==> src/rtl/gray_ptr_pkg.sv <==
// Shared Gray-pointer helpers and synchronizer limits for the async FIFO pointer logic.
package gray_ptr_pkg;

    // Legal synchronizer depths.
    localparam int unsigned STAGES_MIN = 2;
    localparam int unsigned STAGES_MAX = 4;

    // Widest pointer the helpers handle; callers zero-extend and truncate.
    localparam int unsigned PTR_MAX_W = 32;

    typedef logic [PTR_MAX_W-1:0] ptr_word_t;

    // Gray to binary: each binary bit is the XOR of all Gray bits at or above it.
    function automatic ptr_word_t gray2bin(input ptr_word_t g);
        ptr_word_t b;
        b[PTR_MAX_W-1] = g[PTR_MAX_W-1];
        for (int i = PTR_MAX_W - 2; i >= 0; i--) begin
            b[i] = b[i+1] ^ g[i];
        end
        return b;
    endfunction

    // Binary to Gray.
    function automatic ptr_word_t bin2gray(input ptr_word_t b);
        return b ^ (b >> 1);
    endfunction

endpackage

==> src/rtl/sync_chain.sv <==
// Plain multi-flop synchronizer: STAGES back-to-back flops, no logic between stages.
module sync_chain
    import gray_ptr_pkg::*;
#(
    parameter int unsigned WIDTH  = 1,
    parameter int unsigned STAGES = 2
) (
    input  logic             clk,
    input  logic             rst,
    input  logic [WIDTH-1:0] d,
    output logic [WIDTH-1:0] q
);

    if (STAGES < STAGES_MIN || STAGES > STAGES_MAX) begin : g_bad_stages
        $error("sync_chain: STAGES=%0d outside %0d..%0d", STAGES, STAGES_MIN, STAGES_MAX);
    end

    logic [WIDTH-1:0] stage_q [STAGES];

    // Shift the foreign-domain sample through the chain; reset clears in-flight samples.
    always_ff @(posedge clk or posedge rst) begin
        if (rst) begin
            for (int i = 0; i < STAGES; i++) begin
                stage_q[i] <= '0;
            end
        end else begin
            stage_q[0] <= d;
            for (int i = 1; i < STAGES; i++) begin
                stage_q[i] <= stage_q[i-1];
            end
        end
    end

    assign q = stage_q[STAGES-1];

endmodule

==> src/rtl/gray_ptr_sync.sv <==
// Gray pointer synchronizer: brings a foreign-domain Gray pointer across, converts it to
// binary and reports the per-sample advance, a change pulse and a sticky illegal-step flag.
module gray_ptr_sync
    import gray_ptr_pkg::*;
#(
    parameter int unsigned WIDTH  = 4,
    parameter int unsigned STAGES = 2
) (
    input  logic           clk,
    input  logic           rst,
    input  logic [WIDTH:0] d_in,
    input  logic           err_clr,
    output logic [WIDTH:0] d_out,
    output logic [WIDTH:0] bin_out,
    output logic [WIDTH:0] delta,
    output logic           chg,
    output logic           err
);

    localparam int unsigned PTR_W = WIDTH + 1;
    // Largest legal advance per sample: one full FIFO depth.
    localparam logic [PTR_W-1:0] MAX_STEP = {1'b1, {WIDTH{1'b0}}};

    if (WIDTH < 1 || PTR_W > PTR_MAX_W) begin : g_bad_width
        $error("gray_ptr_sync: WIDTH=%0d unsupported", WIDTH);
    end

    logic [PTR_W-1:0] d_sync;
    logic [PTR_W-1:0] d_prev_q;
    logic [PTR_W-1:0] bin_cur;
    logic [PTR_W-1:0] bin_prev;
    logic [PTR_W-1:0] delta_d;
    logic             chg_d;
    logic             viol;
    logic             err_d;

    logic [PTR_W-1:0] bin_q;
    logic [PTR_W-1:0] delta_q;
    logic             chg_q;
    logic             err_q;

    sync_chain #(
        .WIDTH  (PTR_W),
        .STAGES (STAGES)
    ) u_sync_chain (
        .clk (clk),
        .rst (rst),
        .d   (d_in),
        .q   (d_sync)
    );

    // Remember the previous synchronized sample to detect movement.
    always_ff @(posedge clk or posedge rst) begin
        if (rst) begin
            d_prev_q <= '0;
        end else begin
            d_prev_q <= d_sync;
        end
    end

    // Binary view of current and previous samples, advance and violation detection.
    always_comb begin
        bin_cur  = PTR_W'(gray2bin(ptr_word_t'(d_sync)));
        bin_prev = PTR_W'(gray2bin(ptr_word_t'(d_prev_q)));
        chg_d    = (d_sync != d_prev_q);
        delta_d  = '0;
        if (chg_d) begin
            // Modulo subtraction makes the top-to-zero wrap a normal +1 step.
            delta_d = bin_cur - bin_prev;
        end
        // Backward moves alias to large advances, so one compare catches both.
        viol  = (delta_d > MAX_STEP);
        // A new violation overrides a clear in the same cycle.
        err_d = viol | (err_q & ~err_clr);
    end

    // Register the decoded outputs so bin_out, delta, chg and err line up.
    always_ff @(posedge clk or posedge rst) begin
        if (rst) begin
            bin_q   <= '0;
            delta_q <= '0;
            chg_q   <= 1'b0;
            err_q   <= 1'b0;
        end else begin
            bin_q   <= bin_cur;
            delta_q <= delta_d;
            chg_q   <= chg_d;
            err_q   <= err_d;
        end
    end

    assign d_out   = d_sync;
    assign bin_out = bin_q;
    assign delta   = delta_q;
    assign chg     = chg_q;
    assign err     = err_q;

endmodule

==> config.mk <==
export PLATFORM = sky130hd
export DESIGN_NAME = gray_ptr_sync
export DESIGN_NICKNAME = d
export VERILOG_FILES = /design/src/rtl/gray_ptr_pkg.sv /design/src/rtl/sync_chain.sv /design/src/rtl/gray_ptr_sync.sv
export SDC_FILE = /design/constraint.sdc
export NUM_CORES = 1
export LEC_CHECK = 0
export ABC_AREA = 1
export CAP_MARGIN = 30
export CORE_MARGIN = 1
export CORE_UTILIZATION = 49
export CTS_CLUSTER_DIAMETER = 150
export CTS_CLUSTER_SIZE = 25
export DETAILED_ROUTE_END_ITERATION = 6
export PLACE_DENSITY = 0.77
export SLEW_MARGIN = 5
export SYNTH_ARGS = -nofsm -noshare
export SYNTH_HDL_FRONTEND = slang
export SYNTH_HIERARCHICAL = 1
export SYNTH_SLANG_ARGS = --single-unit
==> constraint.sdc <==
create_clock -name clk -period 3.4 [get_ports clk]
set_input_delay 1.02 -clock clk [delete_from_list [all_inputs] [get_ports clk]]
set_output_delay 1.02 -clock clk [all_outputs]
set_load 0.02 [all_outputs]
==> flow_summary.yaml <==
run_status:
  status: "finished clean"
timing:
  rsz0062_at_grt: "false"
  period_share: 0.762
  setup_tns_ns: 0
  max_freq_ghz: 0.386
  drv_slew: 0
  worst_pin_slew_ns: 0.610
  post-route-min-period_ns: 2.59
  hold_viol_final: 0
  setup_viol: 0
  skew_ns: 0.00427
  setup_slack_ns: 0.810
  holdWs_ns: 0.365
  slew_headroom: 0.593
placed_design:
  portBuffers: 24
  dpl_worst_slack_ns: 0.830
  place_area_sq_um: 1400
  gp_congestion: 0.786
  dp.final_hpwl_microns: 1230
  numPlacedInstances: 155
critical_path:
  slowest_delay_ns: 0.46
  crit_top_cell: "nand2_1"
  start_kind: "flop"
  path_class: "flop to flop"
  r2r_end: "err"
  worstSetupEndpointType: "flop"
  cp.arrival_ns: 2.81
  regToRegStartpoint: "u_sync_chain/q[4]"
  reg2reg_slack_ns: 0.81
  cpMaxStageDelayCell: "dfrtp_1"
  reg2reg_depth: 16
  path_cells: "inv_1 -> nand2_1 -> nand2_2 -> xor2_4 -> xor2_2 -> nand2_1 -> nand2_1 -> ha_1 -> inv_1 -> fa_1 -> nand3_1 -> nand2_1 -> xnor2_1 -> nor2_2 -> nand2_1 -> nand2_1"
  required_ns: 3.62
  crit_fanout: 5
cts:
  cts_buffers: 3
  cts_tree: "yes"
  cts_hold_buf: 0
  ctsResizeCount: 0
  cts_root_buf: "clkbuf_4"
  postCtsSetupRepairBufs: 0
  htree_levels: 1
  clk_latency_ns: 0.31
  clk_pin_slew_ns: 0.13
  cts_sinks: 26
  cts_max_path_buffers: 2
layout:
  final_util: 0.641
  syn2layout_area_growth_pct: 22.9
  layout.nets: 145
  n_fill_cell: 179
  drive_gt1_frac: 0.0992
  layout.cells.non_filler: 159
  design_area_sq_um: 1430
  diodes: 0
power:
  p_leak_nw: 0.729
  powerDensity_nw_per_um2: 577
  total_power_mw: 0.826
  peakVddDrop_uv: 349
global_routing:
  grt_pass1_vias: 735
  grt_util_met1: 0.149
  globalRouteOverflowTotal: 0
  antenna_found_initial: 0
  top_usage_layer: "met2"
  use_met3: 0.0364
  grt_max_degree: 17
  grtUsageTotal: 0.151
  met2_usage: 0.298
  grt_pass1_wl_microns: 2820
run:
  drv_cap: 0
routing:
  first_iter_violations: 8
  dr.pass1.iters: 6
  ant_nets: 0
  vias: 726
  vias_per_cell: 4.57
  drc_errors: 0
  wire_per_inst_microns: 9.89
  routed_wl_microns: 1570
synthesis:
  synth_area_per_cell_sq_um: 10.7
  ys_seq_area_frac: 0.558
  yosys_warnings: 6
  synthesis.area_sq_um: 1170
  syn-num-nets: 122
  syn-instance-count: 109
  ys_ff_latch: 26
  yosysUniqueCellTypes: 21
floorplanning:
  die_y_microns: 50.8
  coreArea_sq_um: 2230
  die_width_microns: 50.8
  io_pins: 25
  initial_core_util: 0.522
  rows: 17
  dieArea_sq_um: 2580
worst_hold_path:
  hp-class: "flop to flop"
  min_path_cells: 0
  hold_end: "u_sync_chain/q[4]"
  min_from: "u_sync_chain/stage_q[9]"
flip-flops by register name, indices dropped and copies added, names as in the netlist:
name / cells
bin_out: 5
d_prev_q: 4
u_sync_chain/stage_q: 5
u_sync_chain/q: 5
err: 1
delta: 5
chg: 1
worst max path at each step:
stage                       from   to  slack (ns)  depth (start not counted)
2_1_floorplan  u_sync_chain/q[3]  err        0.94                         17
3_3_place_gp   u_sync_chain/q[4]  err        0.91                         16
3_5_place_dp   u_sync_chain/q[3]  err        0.83                         16
4_1_cts        u_sync_chain/q[4]  err        0.78                         16
5_1_grt        u_sync_chain/q[4]  err        0.53                         16
6_report       u_sync_chain/q[4]  err        0.81                         16
layer usage:
layer,share of wire,up-vias,routed length [microns]
li1,-,362,-
met1,0.39,340,607
met2,0.56,22,888
met3,0.045,2,70
met4,0.0038,0,6
met5,0,-,0
power breakdown:
part           switching (mW)  internal, mW
clock                  0.0854        0.0654
combinational           0.158         0.140
sequential             0.0204         0.357
total                   0.263         0.563
cells by family (layout without fill, tap and decap cells):
logic type,after synthesis,after routing,synth area share
and+or+nand+nor,40,40,0.147
adders and majority gates,5,5,0.0601
DFF,26,26,0.558
AOI/OAI and AO/OA,3,3,0.0129
xor gates and xnor gates,10,10,0.122
buffers and inverters,25,47,0.0998
cells in the final DEF, fill, tap and decap left out, types with 2 or more instances in the layout:
master,instances
nor2_2,2
inv_1,18
clkdlybuf4s50_1,24
xnor2_1,2
nand3_1,3
xor2_2,2
nand2_1,29
dfrtp_1,26
a21oi_1,2
nor2_1,3
ha_1,4
clkbuf_4,3
xor2_1,3
worst max-delay path: cells and delay by family, from the launching register on:
kind	cells	cell delay, ns
and+or+nand+nor	9	0.66
adders and majority gates	2	0.56
xor gates and xnor gates	3	0.67
DFF	1	0.46
buffers and inverters	2	0.14
synth_stat cells:
cell type | number | area (sq um)
inv_2 | 1 | 3.75
xor2_2 | 2 | 32.5
ha_1 | 4 | 50.1
xor2_4 | 1 | 27.5
xnor2_2 | 1 | 16.3
xnor3_1 | 1 | 22.5
o21ai_0 | 1 | 5.00
xor2_1 | 3 | 26.3
nand2_1 | 29 | 109
nand3_1 | 3 | 15.0
nor2_1 | 3 | 11.3
buf_4 | 6 | 45.0
nand3_2 | 1 | 10.0
dfrtp_1 | 26 | 651
nand3b_1 | 1 | 7.51
nand2_2 | 1 | 6.26
nor2_2 | 2 | 12.5
a21oi_1 | 2 | 10.0
fa_1 | 1 | 20.0
inv_1 | 18 | 67.6
xnor2_1 | 2 | 17.5
final cells by class:
cell class                 count  area (sq um)  area share
sequential                    26           651       0.454
clock buffer                   4          36.3      0.0253
multi-input combinational     58           399       0.279
tap                           28          35.0      0.0245
timing repair buffer          24           240       0.168
inverter                      19          71.3      0.0498
Note: power is estimated with default switching activity, not from simulation.
